### config.mk
export PLATFORM = sky130hd
export DESIGN_NAME = taintcell_shadow_ram_flat
export DESIGN_NICKNAME = d
export VERILOG_FILES = /design/src/rtl/taintcell_pkg.sv /design/src/rtl/taintcell_shadow_ram_if.sv /design/src/rtl/taintcell_scrub_fsm.sv /design/src/rtl/taintcell_shadow_ram.sv /design/src/flat_wrapper.sv
export SDC_FILE = /design/constraint.sdc
export NUM_CORES = 1
export LEC_CHECK = 0
export CAP_MARGIN = 5
export CORE_MARGIN = 3
export CORE_UTILIZATION = 56
export CTS_CLUSTER_SIZE = 40
export DETAILED_ROUTE_END_ITERATION = 6
export PLACE_DENSITY = 0.74
export SYNTH_ARGS = -nofsm -noshare
export SYNTH_HDL_FRONTEND = slang
export SYNTH_SLANG_ARGS = --single-unit
export TNS_END_PERCENT = 30
### constraint.sdc
create_clock -name CLK -period 9.6 [get_ports CLK]
set_input_delay 1.92 -clock CLK [delete_from_list [all_inputs] [get_ports CLK]]
set_output_delay 1.92 -clock CLK [all_outputs]
set_load 0.01 [all_outputs]
### src/rtl/taintcell_pkg.sv
// rtl/taintcell_pkg.sv - shared state encoding, mode names and helpers for the shadow-taint RAM
//
// Purpose : common definitions imported by the scrub FSM and the shadow RAM top.
// Contents: scrub FSM state encoding, MODE name constants, word_nonzero().
package taintcell_pkg;

  // Scrub FSM state encoding
  localparam logic [0:0] ST_IDLE  = 1'b0;
  localparam logic [0:0] ST_SCRUB = 1'b1;

  // Write-enable taint handling modes
  localparam string MODE_COARSE  = "coarse";
  localparam string MODE_PRECISE = "precise";

  // Widest taint word word_nonzero() can judge; callers zero-extend to this.
  localparam int WORD_MAX = 64;

  function automatic logic word_nonzero(input logic [WORD_MAX-1:0] w);
    return |w;
  endfunction

endpackage

### src/rtl/taintcell_shadow_ram_if.sv
// rtl/taintcell_shadow_ram_if.sv - port bundle of the shadow-taint RAM
//
// Purpose : groups the scrub handshake, read ports, write ports and taint count.
// Modports: master - the instrumented memory side driving requests
//           slave  - the shadow-taint RAM
interface taintcell_shadow_ram_if #(
  parameter int WIDTH    = 8,
  parameter int ABITS    = 4,
  parameter int RD_PORTS = 1,
  parameter int WR_PORTS = 1
) ();

  logic                      SCRUB_REQ;
  logic                      SCRUB_BUSY;
  logic [RD_PORTS-1:0]       RD_EN;
  logic [RD_PORTS-1:0]       RD_EN_taint;
  logic [RD_PORTS*ABITS-1:0] RD_ADDR;
  logic [RD_PORTS*ABITS-1:0] RD_ADDR_taint;
  logic [RD_PORTS*WIDTH-1:0] RD_DATA_taint;
  logic [WR_PORTS*WIDTH-1:0] WR_EN;
  logic [WR_PORTS*WIDTH-1:0] WR_EN_taint;
  logic [WR_PORTS*ABITS-1:0] WR_ADDR;
  logic [WR_PORTS*ABITS-1:0] WR_ADDR_taint;
  logic [WR_PORTS*WIDTH-1:0] WR_DATA_taint;
  logic [ABITS:0]            taint_sum;

  modport master (
    output SCRUB_REQ,
    output RD_EN, RD_EN_taint, RD_ADDR, RD_ADDR_taint,
    output WR_EN, WR_EN_taint, WR_ADDR, WR_ADDR_taint, WR_DATA_taint,
    input  SCRUB_BUSY, RD_DATA_taint, taint_sum
  );

  modport slave (
    input  SCRUB_REQ,
    input  RD_EN, RD_EN_taint, RD_ADDR, RD_ADDR_taint,
    input  WR_EN, WR_EN_taint, WR_ADDR, WR_ADDR_taint, WR_DATA_taint,
    output SCRUB_BUSY, RD_DATA_taint, taint_sum
  );

endinterface

### src/rtl/taintcell_scrub_fsm.sv
// rtl/taintcell_scrub_fsm.sv - scrub sequencer that clears the taint array one word per cycle
//
// Purpose : walks a pointer over 0..SIZE-1 after reset or on request.
// Ports   : CLK, RST       - clock, asynchronous active-high reset
//           i_scrub_req    - single-cycle scrub request (ignored while scrubbing)
//           o_busy         - registered decode of the SCRUB state
//           o_block        - ports must be ignored this cycle (scrubbing or request edge)
//           o_clr_en       - clear word o_clr_idx at this edge
//           o_clr_idx      - word being cleared
module taintcell_scrub_fsm
  import taintcell_pkg::*;
#(
  parameter int ABITS = 4,
  parameter int SIZE  = 16
) (
  input  logic             CLK,
  input  logic             RST,
  input  logic             i_scrub_req,
  output logic             o_busy,
  output logic             o_block,
  output logic             o_clr_en,
  output logic [ABITS-1:0] o_clr_idx
);

  localparam logic [ABITS-1:0] LAST_IDX = ABITS'(SIZE - 1);

  logic [0:0]       r_state;
  logic [0:0]       w_state_nxt;
  logic [ABITS-1:0] r_ptr;
  logic [ABITS-1:0] w_ptr_nxt;
  logic             r_busy;

  always_comb begin
    w_state_nxt = r_state;
    w_ptr_nxt   = r_ptr;
    case (r_state)
      ST_SCRUB: begin
        if (r_ptr == LAST_IDX) begin
          w_state_nxt = ST_IDLE;
          w_ptr_nxt   = '0;
        end else begin
          w_ptr_nxt = r_ptr + ABITS'(1);
        end
      end
      default: begin
        if (i_scrub_req) begin
          w_state_nxt = ST_SCRUB;
          w_ptr_nxt   = '0;
        end
      end
    endcase
  end

  always_ff @(posedge CLK or posedge RST) begin
    if (RST) begin
      r_state <= ST_SCRUB;
      r_ptr   <= '0;
      r_busy  <= 1'b1;
    end else begin
      r_state <= w_state_nxt;
      r_ptr   <= w_ptr_nxt;
      // Busy follows the state register exactly, but is its own flop so
      // the output carries no decode logic.
      r_busy  <= (w_state_nxt == ST_SCRUB);
    end
  end

  assign o_busy    = r_busy;
  assign o_clr_en  = (r_state == ST_SCRUB);
  assign o_clr_idx = r_ptr;
  // The request edge itself already belongs to the scrub: ports are dropped there.
  assign o_block   = (r_state == ST_SCRUB) || i_scrub_req;

endmodule

### src/rtl/taintcell_shadow_ram.sv
// rtl/taintcell_shadow_ram.sv - shadow-taint RAM with taint propagation and tainted-word count
//
// Purpose : one taint bit per data bit of a multi-port synchronous memory.
//           Propagates taint through reads and writes, keeps an incremental
//           count of tainted words, and scrubs itself after reset or request.
// Ports   : CLK, RST - clock, asynchronous active-high reset
//           bus      - taintcell_shadow_ram_if.slave (scrub handshake,
//                      RD_* read ports, WR_* write ports, taint_sum)
module taintcell_shadow_ram
  import taintcell_pkg::*;
#(
  parameter int    WIDTH    = 8,
  parameter int    ABITS    = 4,
  parameter int    SIZE     = 16,
  parameter int    OFFSET   = 0,
  parameter int    RD_PORTS = 1,
  parameter int    WR_PORTS = 1,
  parameter string MODE     = MODE_COARSE
) (
  input logic                   CLK,
  input logic                   RST,
  taintcell_shadow_ram_if.slave bus
);

  localparam bit               PRECISE = (MODE == MODE_PRECISE);
  localparam logic [ABITS-1:0] OFF     = ABITS'(OFFSET);
  localparam logic [ABITS:0]   SIZE_L  = (ABITS+1)'(SIZE);

  logic                      w_block;
  logic                      w_clr_en;
  logic                      w_busy;
  logic [ABITS-1:0]          w_clr_idx;

  // Storage has no reset: it is cleared by the scrub sequencer instead.
  logic [WIDTH-1:0]          r_mem [SIZE];

  logic [ABITS-1:0]          w_wr_idx [WR_PORTS];
  logic [WR_PORTS-1:0]       w_wr_ok;
  logic [WIDTH-1:0]          w_rd_val [RD_PORTS];
  logic [WIDTH-1:0]          w_new [SIZE];
  logic [SIZE-1:0]           w_hit;
  logic [ABITS:0]            w_inc;
  logic [ABITS:0]            w_dec;
  logic [ABITS:0]            r_sum;
  logic [RD_PORTS*WIDTH-1:0] r_rd;

  taintcell_scrub_fsm #(
    .ABITS (ABITS),
    .SIZE  (SIZE)
  ) u_scrub (
    .CLK         (CLK),
    .RST         (RST),
    .i_scrub_req (bus.SCRUB_REQ),
    .o_busy      (w_busy),
    .o_block     (w_block),
    .o_clr_en    (w_clr_en),
    .o_clr_idx   (w_clr_idx)
  );

  // Write index decode; subtraction wraps modulo 2^ABITS.
  always_comb begin
    w_wr_ok = '0;
    for (int p = 0; p < WR_PORTS; p++) begin
      w_wr_idx[p] = bus.WR_ADDR[p*ABITS +: ABITS] - OFF;
      w_wr_ok[p]  = ({1'b0, w_wr_idx[p]} < SIZE_L);
    end
  end

  // Read mux: an index that matches no stored word is out of range and
  // reads as fully tainted.
  always_comb begin : p_rd_mux
    logic [ABITS-1:0] idx;
    idx = '0;
    for (int i = 0; i < RD_PORTS; i++) begin
      idx         = bus.RD_ADDR[i*ABITS +: ABITS] - OFF;
      w_rd_val[i] = '1;
      for (int k = 0; k < SIZE; k++) begin
        if (idx == ABITS'(k)) begin
          w_rd_val[i] = r_mem[k] | {WIDTH{|bus.RD_ADDR_taint[i*ABITS +: ABITS]}};
        end
      end
    end
  end

  // Per-word write merge. Ports are folded in ascending order so the highest
  // port owns each enabled bit; in precise mode every port's enable taint is
  // also ORed in, since any of those writes might have happened.
  always_comb begin : p_merge
    logic [WIDTH-1:0] v;
    logic [WIDTH-1:0] acc;
    logic [WIDTH-1:0] en;
    logic [WIDTH-1:0] et;
    logic [WIDTH-1:0] d;
    w_hit = '0;
    v     = '0;
    acc   = '0;
    en    = '0;
    et    = '0;
    d     = '0;
    for (int k = 0; k < SIZE; k++) begin
      v   = r_mem[k];
      acc = '0;
      for (int p = 0; p < WR_PORTS; p++) begin
        en = bus.WR_EN[p*WIDTH +: WIDTH];
        et = bus.WR_EN_taint[p*WIDTH +: WIDTH];
        d  = bus.WR_DATA_taint[p*WIDTH +: WIDTH] |
             {WIDTH{|bus.WR_ADDR_taint[p*ABITS +: ABITS]}};
        if (!w_block && w_wr_ok[p] && (w_wr_idx[p] == ABITS'(k))) begin
          w_hit[k] = 1'b1;
          if (PRECISE) begin
            v   = (v & ~en) | (d & en);
            acc = acc | et;
          end else if (|et) begin
            v = '1;
          end else begin
            v = (v & ~en) | (d & en);
          end
        end
      end
      w_new[k] = v | acc;
    end
  end

  // Incremental count: only words written this cycle can change state, and
  // each is judged once on its merged value.
  always_comb begin
    w_inc = '0;
    w_dec = '0;
    for (int k = 0; k < SIZE; k++) begin
      if (w_hit[k]) begin
        if (!word_nonzero(WORD_MAX'(r_mem[k])) && word_nonzero(WORD_MAX'(w_new[k]))) begin
          w_inc = w_inc + (ABITS+1)'(1);
        end
        if (word_nonzero(WORD_MAX'(r_mem[k])) && !word_nonzero(WORD_MAX'(w_new[k]))) begin
          w_dec = w_dec + (ABITS+1)'(1);
        end
      end
    end
  end

  always_ff @(posedge CLK) begin
    for (int k = 0; k < SIZE; k++) begin
      if (w_clr_en && (w_clr_idx == ABITS'(k))) begin
        r_mem[k] <= '0;
      end else if (w_hit[k]) begin
        r_mem[k] <= w_new[k];
      end
    end
  end

  always_ff @(posedge CLK or posedge RST) begin
    if (RST) begin
      r_sum <= '0;
    end else if (w_block) begin
      r_sum <= '0;
    end else begin
      r_sum <= r_sum + w_inc - w_dec;
    end
  end

  // Read registers sample the array before this edge's writes (read-first).
  always_ff @(posedge CLK or posedge RST) begin
    if (RST) begin
      r_rd <= '0;
    end else begin
      for (int i = 0; i < RD_PORTS; i++) begin
        if (w_block) begin
          if (bus.RD_EN[i] || bus.RD_EN_taint[i]) begin
            r_rd[i*WIDTH +: WIDTH] <= '0;
          end
        end else if (bus.RD_EN_taint[i]) begin
          r_rd[i*WIDTH +: WIDTH] <= '1;
        end else if (bus.RD_EN[i]) begin
          r_rd[i*WIDTH +: WIDTH] <= w_rd_val[i];
        end
      end
    end
  end

  assign bus.RD_DATA_taint = r_rd;
  assign bus.taint_sum     = r_sum;
  assign bus.SCRUB_BUSY    = w_busy;

endmodule

### src/flat_wrapper.sv
// flat-port wrapper written by rule: the top's interface ports become plain ports
module taintcell_shadow_ram_flat import taintcell_pkg::*;
#(
  parameter int    WIDTH    = 8,
  parameter int    ABITS    = 4,
  parameter int    SIZE     = 16,
  parameter int    OFFSET   = 0,
  parameter int    RD_PORTS = 1,
  parameter int    WR_PORTS = 1,
  parameter string MODE     = MODE_COARSE
)
  (CLK, RST, bus_SCRUB_REQ, bus_RD_EN, bus_RD_EN_taint, bus_RD_ADDR, bus_RD_ADDR_taint, bus_WR_EN, bus_WR_EN_taint, bus_WR_ADDR, bus_WR_ADDR_taint, bus_WR_DATA_taint, bus_SCRUB_BUSY, bus_RD_DATA_taint, bus_taint_sum);
  taintcell_shadow_ram_if #(.WIDTH(WIDTH), .ABITS(ABITS), .RD_PORTS(RD_PORTS), .WR_PORTS(WR_PORTS)) bus_i ();
  input logic CLK;
  input logic RST;
  input wire logic [$bits(bus_i.SCRUB_REQ)-1:0] bus_SCRUB_REQ;
  input wire logic [$bits(bus_i.RD_EN)-1:0] bus_RD_EN;
  input wire logic [$bits(bus_i.RD_EN_taint)-1:0] bus_RD_EN_taint;
  input wire logic [$bits(bus_i.RD_ADDR)-1:0] bus_RD_ADDR;
  input wire logic [$bits(bus_i.RD_ADDR_taint)-1:0] bus_RD_ADDR_taint;
  input wire logic [$bits(bus_i.WR_EN)-1:0] bus_WR_EN;
  input wire logic [$bits(bus_i.WR_EN_taint)-1:0] bus_WR_EN_taint;
  input wire logic [$bits(bus_i.WR_ADDR)-1:0] bus_WR_ADDR;
  input wire logic [$bits(bus_i.WR_ADDR_taint)-1:0] bus_WR_ADDR_taint;
  input wire logic [$bits(bus_i.WR_DATA_taint)-1:0] bus_WR_DATA_taint;
  output wire logic [$bits(bus_i.SCRUB_BUSY)-1:0] bus_SCRUB_BUSY;
  output wire logic [$bits(bus_i.RD_DATA_taint)-1:0] bus_RD_DATA_taint;
  output wire logic [$bits(bus_i.taint_sum)-1:0] bus_taint_sum;
  assign bus_i.SCRUB_REQ = bus_SCRUB_REQ;
  assign bus_i.RD_EN = bus_RD_EN;
  assign bus_i.RD_EN_taint = bus_RD_EN_taint;
  assign bus_i.RD_ADDR = bus_RD_ADDR;
  assign bus_i.RD_ADDR_taint = bus_RD_ADDR_taint;
  assign bus_i.WR_EN = bus_WR_EN;
  assign bus_i.WR_EN_taint = bus_WR_EN_taint;
  assign bus_i.WR_ADDR = bus_WR_ADDR;
  assign bus_i.WR_ADDR_taint = bus_WR_ADDR_taint;
  assign bus_i.WR_DATA_taint = bus_WR_DATA_taint;
  assign bus_SCRUB_BUSY = bus_i.SCRUB_BUSY;
  assign bus_RD_DATA_taint = bus_i.RD_DATA_taint;
  assign bus_taint_sum = bus_i.taint_sum;
  taintcell_shadow_ram #(.WIDTH(WIDTH), .ABITS(ABITS), .SIZE(SIZE), .OFFSET(OFFSET), .RD_PORTS(RD_PORTS), .WR_PORTS(WR_PORTS), .MODE(MODE)) u_core (.CLK(CLK), .RST(RST), .bus(bus_i));
endmodule
* After elaboration in Yosys (flattened, before gate mapping)
Memory sizes are Yosys's and may differ from the RTL's.
Index checks and enable logic that the tools add are counted.
** Operators by class
- Add/subtract/negate cells :: 33
- Eq/ne operators :: 46
- Muxes and demuxes :: 280
- Bitwise gates (word level) :: 67
- Reduce and logical (&&, ||, !) cells :: 155
** Operators with widths (count)
- 2-to-1 mux 8 bit :: 83
- OR reduction 8 bit :: 48
- 2-to-1 mux 5 bit :: 63
- OR 8 bit :: 33
- adder 5 x 1 -> 5 bit (second input constant) :: 30
- bitwise AND 8 bit :: 17
- 2-to-1 mux 1 bit :: 116
- equality test 4 bit (second input constant) :: 24
- 2-to-1 mux 4 bit :: 18
- logical AND 1 bit :: 64
- equality test 4 x 3 -> 1 bit (second input constant) :: 12
- zero test 1 bit :: 33
- equality test 4 x 2 -> 1 bit (second input constant) :: 6
- OR 1 bit :: 16
- equality test 4 x 1 -> 1 bit (second input constant) :: 3
- zero test 4 bit :: 3
- inverter 8 bit :: 1
- OR reduction 4 bit :: 2
- adder 5 bit :: 1
- subtractor 5 bit :: 1
- adder 4 x 1 -> 4 bit (second input constant) :: 1
- nonzero test 3 bit :: 1
- logical OR 1 bit :: 2
- inequality test 2 bit (second input constant) :: 1
- 2 further kinds :: 2
** Storage, ports and cells
- Bits in registers :: 18
- Bits in writable memories :: 128
- Logic and storage cells :: 586
- Memories kept :: 1
** Memories
- u_core.r_mem :: depth 16, bits a word 8, rd ports 16, clocked after Yosys merged registers in 0, write ports 1, line taintcell_shadow_ram.sv:35 : logic [WIDTH-1:0] r_mem [SIZE];

* Logic depth before layout (Yosys ltp)
- Depth in word-level cells :: 58
- Gate-level depth with buffers :: 59
- Gate-level depth less buffers :: 55

* By module
From an unflattened synthesis, not the netlist that was laid out.
** Unflattened totals
- Cells, all modules :: 1318
- Area, all modules :: 11537.3 µm²
** By module, submodules not included
- taintcell_shadow_ram :: times used 1, cells each 1290, area an instance 11255.8 µm²
- taintcell_scrub_fsm :: times used 1, cells each 28, area an instance 281.5 µm²

* Worst setup path after synthesis
No wires, ideal clock.
- Kind :: in2reg
- Start point :: input bus_WR_ADDR_taint[1]
- End point :: register u_core.r_sum[4] (netlist: u_core.bus.taint_sum[4])
- Library setup time :: 0.138 ns
- Arrival :: 11.805 ns
- Slack :: -2.343 ns
- Stages on the path :: 50
- Path buffers :: 2
- Cells stage by stage :: or4_4 buf_6 o21ai_0 nand3_1 or3_1 buf_2 o2111ai_2 inv_1 ha_1 nand2_1 nand2_1 ha_1 o211a_1 or2_2 ha_1 nand4_1 a21oi_1 or3_1 (+14 left out) inv_1 o2bb2ai_1 nor2_1 ha_1 nand2_1 o21ai_0 ha_1 mux2_2 ha_1 a222oi_1 nor2b_1 fa_1 fa_1 inv_1 a21o_1 a21oi_1 xnor2_1 nor3_1
** On the way
- Longest elaborated chain between the ends :: 58
- Elaborated cells on any way between the ends :: 212
** Ends and longest elaborated chain
- start: declaration :: line flat_wrapper.sv:24 : input wire logic [$bits(bus_i.WR_ADDR_taint)-1:0] bus_WR_ADDR_taint;
- OR reduction 4 bit * :: line taintcell_shadow_ram.sv:107 : {WIDTH{|bus.WR_ADDR_taint[p*ABITS +: ABITS]}};
- OR 8 bit * :: line taintcell_shadow_ram.sv:106 : d = bus.WR_DATA_taint[p*WIDTH +: WIDTH] |
- bitwise AND 8 bit * :: line taintcell_shadow_ram.sv:116 : v = (v & ~en) | (d & en);
- OR 8 bit :: line taintcell_shadow_ram.sv:116
- 2-to-1 mux 8 bit :: line taintcell_shadow_ram.sv:113 : end else if (|et) begin
- 2-to-1 mux 8 bit :: line taintcell_shadow_ram.sv:108 : if (!w_block && w_wr_ok[p] && (w_wr_idx[p] == ABITS'(k))) begin
- OR reduction 8 bit :: line taintcell_pkg.sv:19 : return |w;
- logical AND 1 bit / zero test 1 bit (equally long branches) :: line taintcell_shadow_ram.sv:131, taintcell_shadow_ram.sv:134
- (+42 left out)
- 2-to-1 mux 5 bit / adder 5 x 1 -> 5 bit (equally long branches) :: line taintcell_shadow_ram.sv:131, taintcell_shadow_ram.sv:135
- 2-to-1 mux 5 bit, on equally long branches :: line taintcell_shadow_ram.sv:130, taintcell_shadow_ram.sv:134
- adder 5 x 1 -> 5 bit / 2-to-1 mux 5 bit (equally long branches) :: line taintcell_shadow_ram.sv:132, taintcell_shadow_ram.sv:130
- 2-to-1 mux 5 bit / adder 5 x 1 -> 5 bit (equally long branches) :: line taintcell_shadow_ram.sv:131, taintcell_shadow_ram.sv:135
- 2-to-1 mux 5 bit, on equally long branches :: line taintcell_shadow_ram.sv:130, taintcell_shadow_ram.sv:134
- adder 5 bit / 2-to-1 mux 5 bit (equally long branches) :: line taintcell_shadow_ram.sv:157, taintcell_shadow_ram.sv:130
- subtractor 5 bit * :: line taintcell_shadow_ram.sv:157 : r_sum <= r_sum + w_inc - w_dec;
- 2-to-1 mux 5 bit * :: line taintcell_shadow_ram.sv:154 : end else if (w_block) begin
- end signal: assignment :: line taintcell_shadow_ram.sv:157
- end: declaration :: line taintcell_shadow_ram.sv:44 : logic [ABITS:0] r_sum;
Mark *: on every way between the ends. The rest lies on a longest branch, timed or not.
A chain may end at the register's enable or synchronous reset.

* Final worst setup path
Ends and elaborated chain as after synthesis.

==> out/results.txt <==
Final Skew - 0.009165 ns
slowest stage delay, CP - 0.62 ns
Die Span Y - 145.1 um
DRT Wirelength - 45450 um
Initial Utilization - 57.53%
H-tree levels - 4
CTS buffer count - 17
Max Fanout on Critical Path - 7
post-synth top area share - 35.48%
multi-input logic area - 6342 um^2
cell count after synthesis - 1238
Synth Area in Simple Gates - 23.89%
fin util - 73.75%
worst path required time - 9.95 ns
DRC Markers - 0
core area - 18830 um^2
diode count - 0
Ys Warns - 0
GRT Overall Usage - 41.85%
Critical Path Source Type - primary input
clk sink count - 146
RePlAce Congestion - 1.032
Post-Syn Area - 10830 um^2
share of cells above drive strength 1 - 22.52%
failing checks - negative setup slack
slowest CP cell - or4_4
top post-synthesis cells by area - edfxtp_1, a21oi_1, nand2_1
FF/Latch Area - 4295 um^2
clk root buf - clkbuf_16
post-synth cell types - 83
Worst R2R Start - u_core.u_scrub.o_busy
final setup vio count - 4
IO Port Bufs - 58
post-synthesis average cell area - 8.750 um^2
Clock Latency Late Sink - 0.43 ns
Critical Path Most Common Cell - ha_4
# fillers - 1459
post-synthesis compound-gate area fraction - 23.70%
first-pass GRT wire length - 67630 um
Synth Register Bits - 146
Syn Nets - 1324
wire length per cell - 26.75 um
Hold Path Stages - 2
largest family of logic cells by synthesized area - simple AND/OR/NAND/NOR gates
R2R depth - 51
register area share after synthesis - 39.65%
CP Class - primary input to register
register-to-register setup slack - -0.26 ns
hpwl dp - 33110 um
mux cell area share after synthesis - 2.079%
Chip Width - 145.1 um
min-delay worst type - register to register
RSZ-0062 raised after global routing - yes
CTS clk-pin slew, worst paths - 0.07 ns
largest net degree at the start of global routing - 38
CP Capture Type - register
Bufs on Longest Clock Path - 2
min-delay src - u_core.bus.RD_DATA_taint[3]
CTS tree - built
Final period util - 117.6%
hold slack - 0.4853 ns
leakage power - 5.682 nW
die area - 21050 um^2
nets@finish - 1512
via count - 11.87k
ANT nets after route - 0
Slew Limit Headroom - 11.99%
peak supply drop - 0.1417 mV
Power Dens Cells - 147.2 nW/um^2
total gr overflow - 0
CP Data Arrival Time - 11.64 ns
final worst path period need - 11.29 ns
Synth Flop Type - edfxtp_1
PnR worst setup slack - -1.688 ns
Hold Vio Cnt, Final - 0
io pins - 59
Synth Area in XOR/XNOR - 0.2426%
WHS Endpoint - u_core.bus.RD_DATA_taint[3]
Site Rows - 50
status - finished, violations left
MaxCap Viol Count - 0
via/cell ratio - 6.986
initial drt markers - 1867
initial antenna violation count - 0
ys async rst share - 12.33%
area delta synth->final - 28.19%
number of synthesized flops with an enable pin - 128
Synth Area in Adders - 5.013%
Slew @ Worst Pin - 1.302 ns
cell taking the most area after synthesis - edfxtp_1
drt pass-1 iters - 6
crit path launch - bus_WR_ADDR_taint[1]
max-slew violation count - 0
vias in the first global route - 11.29k
Reg2Reg Capture Point - u_core.bus.taint_sum[4]
fmax - 0.08859 GHz
-- stage by stage --
step / worst slack [ns] / setup TNS (ns) / total power [mW] / area (um^2) / cells
floorplan: -1.836 / -6.928 / 1.123 / 10960 / 1238
global placement: -2.257 / -8.618 / 1.326 / 12860 / 1646
detailed placement: -2.644 / -10.10 / 1.333 / 12860 / 1646
CTS: -1.900 / -7.175 / 2.010 / 13540 / 1686
global route: -2.044 / -7.698 / 2.096 / 13890 / 1699
finish: -1.688 / -6.294 / 2.044 / 13890 / 1699
-- cells in the mapped netlist, types with 13 or more instances --
master / number
edfxtp_1: 128
ha_1: 37
a31oi_1: 55
a211o_1: 17
o22ai_1: 31
nand2_1: 138
o21ai_0: 69
nor4_1: 40
nand3_1: 54
clkbuf_1: 77
nor2_1: 56
dfrtp_1: 17
and2_1: 13
nand2b_1: 73
inv_1: 57
a21oi_1: 116
a22oi_1: 15
nand4_1: 17
nor3_1: 17
-- sequential cells by signal (all words and copies together), names as in the netlist --
| register | count |
|---|---|
| u_core.r_mem | 128 |
| u_core.bus.taint_sum | 5 |
| u_core.u_scrub.o_busy | 1 |
| u_core.bus.RD_DATA_taint | 8 |
| u_core.u_scrub.o_clr_idx | 4 |
-- routing by layer --
metal / global-route usage [%] / vias to the layer above / part of all wire (%)
li1: - / 5082 / -
met1: 54.26 / 5506 / 36
met2: 62.75 / 1036 / 43
met3: 11.31 / 246 / 14
met4: 25.45 / 0 / 7.7
met5: 0 / - / 0
-- worst max-delay path by stage --
stage                                    endpoint  slack, ns  cells after the start
after floorplan           u_core.bus.taint_sum[3]      -1.84                     51
after global placement    u_core.bus.taint_sum[4]      -2.26                     52
after global routing      u_core.bus.taint_sum[4]      -2.04                     52
after detailed placement  u_core.bus.taint_sum[4]      -2.64                     52
after CTS                 u_core.bus.taint_sum[4]      -1.90                     50
final                     u_core.bus.taint_sum[4]      -1.69                     51
-- layout by cell type, fill, tap and decap left out, types with 27 or more instances in the layout --
| master | synthesis | final |
|---|---|---|
| buf_4 | 1 | 197 |
| nand2_1 | 138 | 133 |
| edfxtp_1 | 128 | 128 |
| a21oi_1 | 116 | 112 |
| nand2b_1 | 73 | 73 |
| o21ai_0 | 69 | 65 |
| inv_1 | 57 | 56 |
| a31oi_1 | 55 | 55 |
| nor2_1 | 56 | 54 |
| nand3_1 | 54 | 50 |
| clkdlybuf4s50_1 | 0 | 45 |
| nor4_1 | 40 | 37 |
| o22ai_1 | 31 | 31 |
| ha_1 | 37 | 27 |
-- logic make-up (layout without fill, tap and decap cells) --
kind of cell	Yosys count	count (layout)
and+or+nand+nor	487	487
AOI/OAI and AO/OA	399	399
buffers and inverters	148	349
DFF	146	146
adders and majority gates	41	41
muxes	12	12
xor gates and xnor gates	3	3
other	2	2
-- report_power, final --
part	switching (mW)	leakage, nW	internal, mW
logic	0.279	3.93	0.151
clock network	0.316	0.294	0.371
registers	0.120	1.46	0.808
-- layout make-up --
cell class | instances | area share (%)
sequential | 146 | 30.93
inverter | 59 | 1.595
multi-input combinational | 944 | 45.67
timing repair buffer | 258 | 15.20
clock inverter | 15 | 1.198
tap | 260 | 2.343
clock buffer | 17 | 3.063
-- worst max-delay path, delay by kind of cell --
| family | cells | cell delay, ns |
|---|---|---|
| adders and majority gates | 14 | 3.91 |
| xor gates and xnor gates | 1 | 0.12 |
| and+or+nand+nor | 13 | 2.61 |
| buffers and inverters | 7 | 0.62 |
| AOI/OAI and AO/OA | 15 | 2.14 |
| muxes | 1 | 0.28 |
-- timing repair --
action	4_1_cts	5_1_grt
gates resized for setup	9	54
pin swaps	6	42
setup endpoints to repair	4	4
endpoints found under the hold margin	0	0
setup buffers	8	14
hold buffers	0	0
No activity file was read; power rests on OpenSTA's default activity.
